### src/rtl/rr_arbiter8_if.sv
// rr_arbiter8_if
//   Grant handshake bundle between the requesters, the arbiter and the
//   downstream consumer.
//   req         : 8-bit level-sensitive request vector, bit i = requester i
//   grant_ready : downstream accepts the grant currently offered
//   grant       : one-hot grant, 8'h00 when nothing is offered
//   grant_valid : a grant is being offered
//   Modports:
//     master - the requester/consumer side, which drives req and grant_ready
//     slave  - the arbiter, which drives grant and grant_valid
interface rr_arbiter8_if;
   logic [7:0] req;
   logic       grant_ready;
   logic [7:0] grant;
   logic       grant_valid;

   modport master (
      output req,
      output grant_ready,
      input  grant,
      input  grant_valid
   );

   modport slave (
      input  req,
      input  grant_ready,
      output grant,
      output grant_valid
   );
endinterface

### src/rtl/rr_arbiter8.sv
// rr_arbiter8
//   Eight-requester round-robin arbiter. The grant is registered and one-hot,
//   and it is offered over a valid/ready handshake. The current winner keeps
//   the grant for up to MAX_BURST consecutive accepted transfers while it
//   keeps requesting. Priority then rotates so that the requester just served
//   becomes the lowest-priority one.
//   Parameters:
//     MAX_BURST : 1..15, the largest number of back-to-back accepts that one
//                 requester can receive
//   Ports:
//     clk   : rising-edge clock
//     rst_n : asynchronous active-low reset
//     bus   : rr_arbiter8_if.slave (req, grant_ready in; grant, grant_valid out)
//   Every output comes straight from a flop. No combinational path runs from
//   req or grant_ready to any output.
module rr_arbiter8 #(
   parameter int MAX_BURST = 4
) (
   input  logic         clk,
   input  logic         rst_n,
   rr_arbiter8_if.slave bus
);

   typedef enum logic {
      IDLE  = 1'b0,
      OFFER = 1'b1
   } state_t;

   state_t     state_reg, state_next;
   logic [2:0] ptr_reg, ptr_next;
   logic [2:0] gidx_reg, gidx_next;
   logic [3:0] burst_cnt_reg, burst_cnt_next;
   logic [7:0] grant_reg, grant_next;
   logic       grant_valid_reg, grant_valid_next;

   // ------------------------------------------------------------------
   // Priority search
   // A single search engine serves both cases. In IDLE the scan starts at
   // ptr. In OFFER the only search whose result is used is the one after a
   // rotation, and that scan starts at gidx+1. The scan starts there because
   // ptr is still being updated in that cycle. After a rotation that finds
   // no requester, the state goes to IDLE with ptr already at gidx+1. The
   // two cases therefore always agree.
   // ------------------------------------------------------------------
   logic [2:0] search_base;
   logic [7:0] req_rot;
   logic       search_hit;
   logic [2:0] search_off;
   logic [2:0] search_idx;
   logic [7:0] search_onehot;

   assign search_base = (state_reg == OFFER) ? (gidx_reg + 3'd1) : ptr_reg;

   // Rotate req so that bit 0 of req_rot is the highest-priority requester.
   genvar gi;
   generate
      for (gi = 0; gi < 8; gi++) begin : g_rot
         assign req_rot[gi] = bus.req[3'(search_base + 3'(gi))];
      end
   endgenerate

   // The loop runs downwards, so the lowest set bit of req_rot is assigned
   // last and wins.
   always_comb begin
      search_hit = 1'b0;
      search_off = 3'd0;
      for (int i = 7; i >= 0; i--) begin
         if (req_rot[i]) begin
            search_hit = 1'b1;
            search_off = 3'(i);
         end
      end
   end

   assign search_idx = search_base + search_off;

   generate
      for (gi = 0; gi < 8; gi++) begin : g_onehot
         assign search_onehot[gi] = (search_idx == 3'(gi));
      end
   endgenerate

   // ------------------------------------------------------------------
   // Burst accounting
   // The comparison is done at 5 bits so that burst_cnt+1 cannot wrap.
   // ------------------------------------------------------------------
   logic       handshake;
   logic       keep_grant;

   assign handshake  = grant_valid_reg & bus.grant_ready;
   assign keep_grant = bus.req[gidx_reg] &
                       (({1'b0, burst_cnt_reg} + 5'd1) < 5'(MAX_BURST));

   // ------------------------------------------------------------------
   // Next-state and output logic
   // ------------------------------------------------------------------
   always_comb begin
      state_next       = state_reg;
      ptr_next         = ptr_reg;
      gidx_next        = gidx_reg;
      burst_cnt_next   = burst_cnt_reg;
      grant_next       = grant_reg;
      grant_valid_next = grant_valid_reg;

      case (state_reg)
         IDLE: begin
            if (search_hit) begin
               gidx_next        = search_idx;
               grant_next       = search_onehot;
               grant_valid_next = 1'b1;
               state_next       = OFFER;
            end
         end

         OFFER: begin
            // Without a handshake the offer is held, even if req[gidx]
            // drops. A grant is never retracted.
            if (handshake) begin
               if (keep_grant) begin
                  burst_cnt_next = burst_cnt_reg + 4'd1;
               end else begin
                  ptr_next       = gidx_reg + 3'd1;
                  burst_cnt_next = 4'd0;
                  if (search_hit) begin
                     // A new grant is loaded in the same cycle, so no
                     // bubble appears between grants.
                     gidx_next  = search_idx;
                     grant_next = search_onehot;
                  end else begin
                     grant_next       = 8'h00;
                     grant_valid_next = 1'b0;
                     state_next       = IDLE;
                  end
               end
            end
         end

         default: begin
            state_next       = IDLE;
            grant_next       = 8'h00;
            grant_valid_next = 1'b0;
         end
      endcase
   end

   // ------------------------------------------------------------------
   // State registers
   // ------------------------------------------------------------------
   always_ff @(posedge clk or negedge rst_n) begin
      if (!rst_n) begin
         state_reg       <= IDLE;
         ptr_reg         <= 3'd0;
         gidx_reg        <= 3'd0;
         burst_cnt_reg   <= 4'd0;
         grant_reg       <= 8'h00;
         grant_valid_reg <= 1'b0;
      end else begin
         state_reg       <= state_next;
         ptr_reg         <= ptr_next;
         gidx_reg        <= gidx_next;
         burst_cnt_reg   <= burst_cnt_next;
         grant_reg       <= grant_next;
         grant_valid_reg <= grant_valid_next;
      end
   end

   assign bus.grant       = grant_reg;
   assign bus.grant_valid = grant_valid_reg;

   // The downstream encoder relies on this: grant is one-hot or zero, and
   // grant is nonzero exactly when grant_valid is set.
   grant_shape_a : assert property (@(posedge clk) disable iff (!rst_n)
      ($onehot0(grant_reg) && ((grant_reg != 8'h00) == grant_valid_reg)));

endmodule

### src/flat_wrapper.sv
// flat-port wrapper written by rule: the top's interface ports become plain ports
module rr_arbiter8_flat 
#(
   parameter int MAX_BURST = 4
)
  (clk, rst_n, bus_req, bus_grant_ready, bus_grant, bus_grant_valid);
  rr_arbiter8_if bus_i ();
  input  logic clk;
  input  logic rst_n;
  input wire logic [$bits(bus_i.req)-1:0] bus_req;
  input wire logic [$bits(bus_i.grant_ready)-1:0] bus_grant_ready;
  output wire logic [$bits(bus_i.grant)-1:0] bus_grant;
  output wire logic [$bits(bus_i.grant_valid)-1:0] bus_grant_valid;
  assign bus_i.req = bus_req;
  assign bus_i.grant_ready = bus_grant_ready;
  assign bus_grant = bus_i.grant;
  assign bus_grant_valid = bus_i.grant_valid;
  rr_arbiter8 #(.MAX_BURST(MAX_BURST)) u_core (.clk(clk), .rst_n(rst_n), .bus(bus_i));
endmodule
### config.mk
export PLATFORM = sky130hd
export DESIGN_NAME = rr_arbiter8_flat
export DESIGN_NICKNAME = d
export VERILOG_FILES = /design/src/rtl/rr_arbiter8_if.sv /design/src/rtl/rr_arbiter8.sv /design/src/flat_wrapper.sv
export SDC_FILE = /design/constraint.sdc
export NUM_CORES = 1
export LEC_CHECK = 0
export ABC_AREA = 1
export BUFFER_PORTS_ARGS = -buffer_cell sky130_fd_sc_hd__buf_4
export CAP_MARGIN = 20
export CORE_ASPECT_RATIO = 1.5
export CORE_UTILIZATION = 60
export DETAILED_ROUTE_END_ITERATION = 16
export PLACE_DENSITY = 0.81
export SLEW_MARGIN = 20
export SYNTH_ARGS = -nofsm -noshare
export SYNTH_HDL_FRONTEND = slang
export SYNTH_SLANG_ARGS = --single-unit
### constraint.sdc
create_clock -name clk -period 9.1 [get_ports clk]
set_clock_uncertainty 0.15 [all_clocks]
set_input_delay 0 -clock clk [delete_from_list [all_inputs] [get_ports clk]]
set_output_delay 0 -clock clk [all_outputs]
set_load 0.01 [all_outputs]
== Word level (Yosys, flattened, before mapping) ==
Index checks and enable logic that the tools add are counted.
Operators by class
  $add $sub $neg: 11
  magnitude comparators: 10
  reductions and logical operators: 6
  bitwise operators: 4
  mux-type cells: 54
  equal/unequal tests: 11
Operators with widths (number)
  3-bit by 4-bit less-than comparator with 1-bit output, second input constant: 9
  3-bit 2-to-1 mux: 12
  8-bit 2-to-1 mux: 4
  1-bit binary-select mux with 3-bit select: 9
  1-bit 2-to-1 mux: 24
  8-bit case mux with 2 select lines: 1
  3-bit adder, second input constant: 4
  3-bit == test, second input constant: 4
  3-bit by 1-bit adder with 3-bit output, second input constant: 2
  3-bit by 2-bit adder with 3-bit output, second input constant: 2
  3-bit by 2-bit == test with 1-bit output, second input constant: 2
  2-bit inequality test, second input constant: 3
  3-bit case mux with 2 select lines: 1
  3-bit AND reduction: 2
  4-bit by 1-bit adder with 5-bit output, second input constant: 1
  5-bit by 3-bit less-than comparator with 1-bit output, second input constant: 1
  4-bit by 1-bit adder with 4-bit output, second input constant: 1
  4-bit 2-to-1 mux: 1
  1-bit case mux with 2 select lines: 2
  2-bit AND reduction: 2
  4-bit AND reduction: 1
  3-bit adder: 1
  3-bit by 1-bit == test with 1-bit output, second input constant: 1
  3-bit zero test: 1
  3 further kinds: 5
Word-level totals
  input port bits: 11
  output and inout bits: 9
  register bits: 20
  word-level logic and storage cells: 102

== Longest topological paths before layout ==
Gate-level depths: netlist of the first run.
  depth in word-level cells: 19
  gate-level depth with buffers: 24
  gate-level depth less buffers: 24

== Worst setup path before layout of the first run ==
Ideal clock, no wire load.
  kind: reg2reg
  start point: reg u_core.gidx_reg[0]
  end point: reg u_core.grant_reg[0] (netlist: u_core.bus.grant[0])
  arrival: 2949 ps
  required time: 8833 ps
  slack: 5884 ps
  cell stages (with the launch flop): 24
  clock period less this slack: 3216 ps
  cells stage by stage: dfrtp_1 -> ha_1 -> nand2_1 -> nand2_1 -> ha_1 -> inv_1 -> nand3_1 -> nand2_1 -> nand2_1 -> nand2_1 -> nand2_1 -> nand2_1 -> nand2_1 -> nand2_1 -> a21oi_1 -> nor2_1 -> ha_1 -> fa_1 -> xnor2_1 -> inv_1 -> nand3_1 -> nand2_2 -> nand2_1 -> nand2_1
On the way
  word-level cells in the longest chain between the ends: 19
RTL lines
  start, declared: line rr_arbiter8.sv:31  | logic [2:0] gidx_reg, gidx_next;
  start signal, assigned: line rr_arbiter8.sv:160  | gidx_reg <= gidx_next;
  3-bit by 1-bit adder with 3-bit output: line rr_arbiter8.sv:52  | assign search_base = (state_reg == OFFER) ? (gidx_reg + 3'd1) : ptr_reg;
  3-bit 2-to-1 mux: line rr_arbiter8.sv:52
  3-bit adder: line rr_arbiter8.sv:58  | assign req_rot[gi] = bus.req[3'(search_base + 3'(gi))];
  1-bit binary-select mux with 3-bit select: line rr_arbiter8.sv:58
  1-bit 2-to-1 mux (implied by the code): line rr_arbiter8.sv:58
  3-bit 2-to-1 mux (8 in a row): line rr_arbiter8.sv:68  | if (req_rot[i]) begin
  3-bit adder: line rr_arbiter8.sv:75  | assign search_idx = search_base + search_off;
  3-bit zero test: line rr_arbiter8.sv:79  | assign search_onehot[gi] = (search_idx == 3'(gi));
  8-bit 2-to-1 mux: line rr_arbiter8.sv:124  | if (search_hit) begin
  8-bit 2-to-1 mux: line rr_arbiter8.sv:119  | if (keep_grant) begin
  8-bit 2-to-1 mux: line rr_arbiter8.sv:118  | if (handshake) begin
  8-bit case mux with 2 select lines: line rr_arbiter8.sv:105  | case (state_reg)
  end signal, assigned: line rr_arbiter8.sv:162  | grant_reg <= grant_next;
  end, declared: line rr_arbiter8.sv:33  | logic [7:0] grant_reg, grant_next;
Several ways; a longest one is shown, not always the timed one. The select of a mux whose other input is x is not followed.
A chain may end at the register's enable or synchronous reset.

== Final worst setup path of the first run ==
  start point: reg u_core.gidx_reg[0]
  end point: reg u_core.grant_reg[2] (netlist: u_core.bus.grant[2])
On the way
  word-level cells in the longest chain between the ends: 19
RTL lines
  3-bit by 1-bit adder with 3-bit output (*): line rr_arbiter8.sv:52
  3-bit 2-to-1 mux (*): line rr_arbiter8.sv:52
  3-bit adder: line rr_arbiter8.sv:58
  1-bit binary-select mux with 3-bit select: line rr_arbiter8.sv:58
  1-bit 2-to-1 mux (implied by the code): line rr_arbiter8.sv:58
  3-bit 2-to-1 mux (8 in a row): line rr_arbiter8.sv:68
  3-bit adder (*): line rr_arbiter8.sv:75
  net u_core.search_idx[1]: line rr_arbiter8.sv:49  | logic [2:0] search_idx;
  3-bit by 2-bit == test with 1-bit output (*): line rr_arbiter8.sv:79
  8-bit 2-to-1 mux: line rr_arbiter8.sv:124
  8-bit 2-to-1 mux: line rr_arbiter8.sv:119
  8-bit 2-to-1 mux: line rr_arbiter8.sv:118
  8-bit case mux with 2 select lines (*): line rr_arbiter8.sv:105
Mark *: on every way through the listed nets, which the timed path passes. The rest lies on a longest branch. The select of a mux whose other input is x is not followed.

==> impl_metrics.toml, run 1 <==
[logic_synthesis]
synth_nets = 318
netlist_top_cells_area = "dfrtp_1, nand2_1, nand3_1, inv_1, nand2_4"
synth_top_cell_by_area = "dfrtp_1"
yosysTopAreaCellShare = 0.269
seq_area_frac_synth = 0.269
synth_cells = 302
synth_area_per_cell_um2 = 6.17
ys_types = 25
yosys_register_bits = 20
netlist_area_um2 = 1860
yosysWarningCount = 0

[clock_tree]
clock_latency_ps = 260
cts_tree = "yes"
clockBufferDepth = 2
cts-buffers-inserted = 3
path_clk_slew_ps = 70
clock-sinks = 20
htreeDepth = 1
clockRootBuffer = "clkbuf_8"

[status]
status = "completed"

[pwr]
ir_worst_vdd_mv = 0.0910
p_leak_uw = 0.00119
powerDensity_nw_per_um2 = 96.0

[die]
fp-row-count = 24
initial_core_util = 0.633
die_w_um = 47.5
core_area_um2 = 2940
dieArea_um2 = 3340
ios = 20
chipHeight_um = 70.2

[drt]
wire_per_inst_um = 12.5
final_antenna_net_count = 0
first_pass_iters = 5
viasPerCell = 5.25
drc = 0
routed_wl_mm = 4.54
vias = 1907
drt-initial-drc-count = 46

[sta]
hold_ws_ps = 163
max_freq_ghz = 0.270
min_period_ps = 3700
grt_setup_unrepaired = "no"
slew_viol_final = 0
final-setup-viol-count = 0
fin_setup_tns_ps = 0
finalHoldViolCount = 0
worstMarginPinSlew_ps = 522
fin_crit_sh = 0.406
relSlewSlack = 0.651

[critical_path]
crit_arrival_ps = 3750
crit_chain = "ha_1 > nand2_1 > nand2_1 > ha_1 > inv_1 > nand3_1 > nand2_1 > nand2_1 > nand2_1 > nand2_1 > nand2_1 > nand2_1 > nand2_1 > a21oi_1 > nor2_1 > ha_1 > fa_1 > inv_1 > nor2_1 > nand3_1 > inv_1 > nand2_1 > nand2_1"
cpMaxStageDelayCell = "dfrtp_1"
crit_type = "register to register"
max_stage_delay_ps = 630
crit_top_cell = "nand2_1"
end_kind = "register"
worstPathRequired_ps = 9150
r2r_cells = 23
cp_max_fo = 12
start_kind = "register"

[global_routing]
grt_usage = 0.313
grt.overflow.total = 0
grt_pass1_wl_mm = 7.52
grt_pass1_vias = 1785
antenna_found_initial = 0
grt_start_max_net_pins = 16

[finish]
nNetsFinal = 341
final_cell_mix = "nand2_1, nand3_1, inv_1"
mostFrequentLayoutCell = "nand2_1"
area_delta_synth_final_pct = 13.8
largest_reg_flops = 8
diodes = 0
drive_gt1_frac = 0.142

[placed_design]
dp_hpwl_mm = 3.48
gp_congestion = 0.940
io_buffer_count = 19

[hold_path]
min_path_type = "input pin to register"
hold_path_depth = 5

[flow_run]
drv_cap = 0
cells in the mapped netlist:
master and instances:
inv_2 3, o21ai_0 7, nor2_2 1, dfrtp_1 20, nand2_8 1, nand2_2 6, nand3_2 2, nor2_4 1
nand2_1 127, or2_2 1, inv_1 28, fa_1 1, inv_6 1, or2_0 1, xnor2_1 1, o21a_1 1
buf_2 1, nand3_1 56, nor2_1 11, ha_1 4, nand2_4 7, a21oi_1 6, buf_4 1, o21ai_1 11
buf_6 3
power breakdown:
group	leakage [uW]	internal (uW)	switching, uW
Clock	0.0000357	58.7	28.7
Sequential	0.000269	88.8	0
Combinational	0.000888	10.5	16.7
Total	0.00119	158	45.5
critical path, delay by kind of cell (launching register included):
family	cells	cell delay (ps)
buf+inv	3	280
fa+ha+maj	4	1420
simple gates	15	1050
flops	1	630
compound gates	1	120
area by class of cell:
| type | count | area [um^2] |
|---|---|---|
| flip-flops and latches | 20 | 500 |
| fillers | 287 | 823 |
| inverters | 32 | 125 |
| well taps | 39 | 48.8 |
| clock inverters | 1 | 30.0 |
| clock buffers | 3 | 41.3 |
| repair buffers | 23 | 183 |
| multi-input cells | 245 | 1190 |
through the flow:
stage                      util  cell area, um^2  total power [uW]  setup slack (ps)  cells
after floorplan               -             1860               106              5880    302
after global placement    0.682             2010               116              5510    355
after detailed placement  0.682             2010               116              5460    355
after CTS                 0.720             2120               206              5440    363
after global routing      0.720             2120               212              5030    363
final                     0.720             2120               203              5400    363
per-layer routing:
metal | routed length [um] | vias up | GRT usage
met2 | 2390 | 41 | 0.557
met1 | 1880 | 843 | 0.343
met3 | 110 | 13 | 0.0258
met4 | 159 | 0 | 0.152
met5 | 0 | - | 0
li1 | - | 1010 | -
worst paths after layout:
| path | start | endpoint | slack [ps] |
|---|---|---|---|
| min in group asynchronous | rst_n | u_core.ptr_reg[2] | 500 |
| worst max-delay path | u_core.gidx_reg[0] | u_core.bus.grant[2] | 5400 |
| max in group asynchronous | rst_n | u_core.state_reg | 7170 |
| worst min-delay path | bus_req[2] | u_core.burst_cnt_reg[1] | 160 |
| worst min register to register | u_core.burst_cnt_reg[3] | u_core.burst_cnt_reg[3] | 340 |
| worst max register to register | u_core.gidx_reg[0] | u_core.bus.grant[2] | 5400 |
timing repair:
action | 4_1_cts | 5_1_grt
hold buffers | 4 | 0
resized for setup | 0 | 0
setup buffers | 0 | 0
hold endpoints to repair | 21 | 0
cell families (layout without fill, tap and decap cells):
group / count (synthesis) / in the layout / share of synthesized area
AO/OA/AOI/OAI: 25 / 25 / 0.0685
AND/OR/NAND/NOR: 214 / 214 / 0.529
flip-flops: 20 / 20 / 0.269
XOR/XNOR: 1 / 1 / 0.00470
adder cells (fa/ha/maj): 5 / 5 / 0.0376
buffers and inverters: 37 / 59 / 0.0920
Note: power is estimated with default switching activity, not from simulation.
==> inputs of run 2 (changes only) <==
- ABC_AREA: 1 -> 0
- CORE_UTILIZATION: 60 -> 52
- PLACE_DENSITY: 0.81 -> 0.75
- clock period: 9.1 -> 3.1 ns (I/O delays scaled with it)
==> run 2 against run 1 <==
Effect of this change:
- via count down 22%
- first-iteration DRC count rose by 70%
- critical endpoint is now u_core.gidx_reg[2]
- maximum frequency increased by 1.4%
- highest routed layer unchanged
- worst hold slack better by 200 ps
- largest cell class unchanged
- the run now ends with negative setup slack left
- count of clock-buffer cells in the layout rose by 1
- final cell count fell by 31%
- worst setup slack worse by 5900 ps
- global-route usage decreased by 3.4 points
==> impl_metrics.toml, run 2 <==
[clock_tree]
clock-sinks = 20
clockBufferDepth = 2
clockRootBuffer = "clkbuf_8"
htreeDepth = 1
cts_tree = "yes"
cts-buffers-inserted = 3
path_clk_slew_ps = 70
clock_latency_ps = 260

[finish]
instances_no_fill = 249
drive_gt1_frac = 0.457
diodes = 0
fillers = 206
area_delta_synth_final_pct = 38.1
nNetsFinal = 227
largest_reg_flops = 8
mostFrequentLayoutCell = "buf_4"
final_cell_mix = "buf_4, dfrtp_1, nand3_1"
final_core_util = 0.765

[logic_synthesis]
synth_edf_count = 0
synth_mux_area_frac = 0.216
yosys.area_share.simple = 0.183
yosys_register_bits = 20
yosysTopAreaCellShare = 0.307
synth_top_cell_by_area = "dfrtp_1"
synth_nets = 174
synth_ff_type = "dfrtp_1"
synth_cells = 158
ys_types = 51
netlist_area_um2 = 1630
synth_top_family_by_area = "multiplexers"
seq_area_frac_synth = 0.307
netlist_top_cells_area = "dfrtp_1, mux4_2, nand3_1, mux2i_1, mux2_2"
synth-xor-area-share = 0.0414
yosysWarningCount = 0
synth_area_per_cell_um2 = 10.3
async_reset_ff_frac = 1.00
synth_common_cells = "dfrtp_1, nand3_1, nand2_1"
synthMostInstantiatedCell = "dfrtp_1"
synth_adder_area_share = 0.0430
synth-compound-area-share = 0.183

[global_routing]
grt.overflow.total = 0
antenna_found_initial = 0
grt_usage = 0.279
grt_pass1_wl_mm = 6.73
grt_start_max_net_pins = 20
grt_pass1_vias = 1511

[die]
initial_core_util = 0.554
chipHeight_um = 70.6
die_w_um = 47.7
fp-row-count = 24
core_area_um2 = 2940
ios = 20
dieArea_um2 = 3370

[sta]
fin_setup_tns_ps = -5000
final-setup-viol-count = 10
min_period_ps = 3650
grt_setup_unrepaired = "yes"
relSlewSlack = 0.426
max_freq_ghz = 0.274
finalHoldViolCount = 0
slew_viol_final = 0
worstMarginPinSlew_ps = 858
fin_crit_sh = 1.18
layout_setup_ws_ps = -548

[critical_path]
crit_buf_inv = 1
cp_max_fo = 5
end_kind = "register"
start_kind = "register"
crit_type = "register to register"
max_stage_delay_ps = 430
cpLargestDelayFamily = "adder cells"
cpMaxStageDelayCell = "dfrtp_2"
crit_chain = "ha_4 > mux2i_4 > inv_2 > ha_4 > mux4_2 > mux2i_4 > o2bb2ai_1 > a221o_1 > a21oi_2 > ha_4 > fa_2 > xnor2_4 > mux2i_4 > o2bb2a_4"
crit_arrival_ps = 3650
worstPathRequired_ps = 3100

[drt]
drc = 0
viasPerCell = 6.00
wire_per_inst_um = 17.1
first_pass_iters = 4
final_antenna_net_count = 0
routed_wl_mm = 4.27
vias = 1494
drt-initial-drc-count = 78

[placed_design]
dp.cells = 237
post-place-ws_ps = -539
dp_hpwl_mm = 3.20
io_buffer_count = 19
gp_congestion = 0.960

[flow_run]
drv_cap = 0

[hold_path]
min_path_type = "register to register"

[status]
violations = "negative setup slack"
status = "complete, but fails checks"
[run 2: changes by cell type in the layout (fill, tap and decap cells not counted), sizes merged, moves of 4 or more]
cell,change
a22o,+6
and2,+5
buf,+30
inv,-29
mux2,+7
mux2i,+12
mux4,+5
nand2,-131
nand3,-42
nor2,-6
nor3,+5
o21ai,-10
xnor2,+4
[run 2: kinds of logic after synthesis]
| family | after synthesis |
|---|---|
| buf+inv | 9 |
| flops | 20 |
| simple gates | 55 |
| mux | 24 |
| xor+xnor | 6 |
| fa+ha+maj | 5 |
| compound gates | 39 |
[run 2: per-stage QoR]
step                      area (um^2)  hold WS [ps]
after global placement           2060          -265
after detailed placement         2060          -259
after CTS                        2230           349
after global routing             2250           371
final                            2250           359
after floorplan                  1720          -446
[run 2: timing repair]
action                                  4_1_cts  5_1_grt
buffers inserted                              4        0
endpoints found under the setup margin       11       12
pin swaps                                     5        4
hold endpoints to repair                     21        0
resized for setup                             8        4
hold buffers                                  4        0
[run 2: layout make-up]
class,count,area (um^2),area share
Tap cell,39,48.8,0.0217
Timing Repair Buffer,53,420,0.187
Multi-Input combinational cell,129,1220,0.542
Inverter,4,15.0,0.00667
Clock buffer,4,45.0,0.0200
Sequential cell,20,503,0.223
[run 2: worst paths after layout]
kind	start	end	slack, ps	cells past startpoint
max	u_core.gidx_reg[1]	u_core.gidx_reg[2]	-550	14
min	u_core.burst_cnt_reg[3]	u_core.burst_cnt_reg[3]	360	1
max reg2reg	u_core.gidx_reg[1]	u_core.gidx_reg[2]	-550	14
min reg2reg	u_core.burst_cnt_reg[3]	u_core.burst_cnt_reg[3]	360	1
max in group asynchronous	rst_n	u_core.gidx_reg[1]	880	4
min in group asynchronous	rst_n	u_core.bus.grant_valid	440	3
[run 2: layer usage]
layer | vias up | track usage | part of all wire | wire, um
li1 | 704 | - | - | -
met1 | 716 | 0.336 | 0.39 | 1650
met2 | 59 | 0.476 | 0.53 | 2260
met3 | 15 | 0.0230 | 0.050 | 213
met4 | 0 | 0.130 | 0.034 | 144
met5 | - | 0 | 0 | 0
Power of run 2 is left out: the tool's default activity adds up to more than one toggle a clock period on the data nets, which glitch-free logic cannot reach.
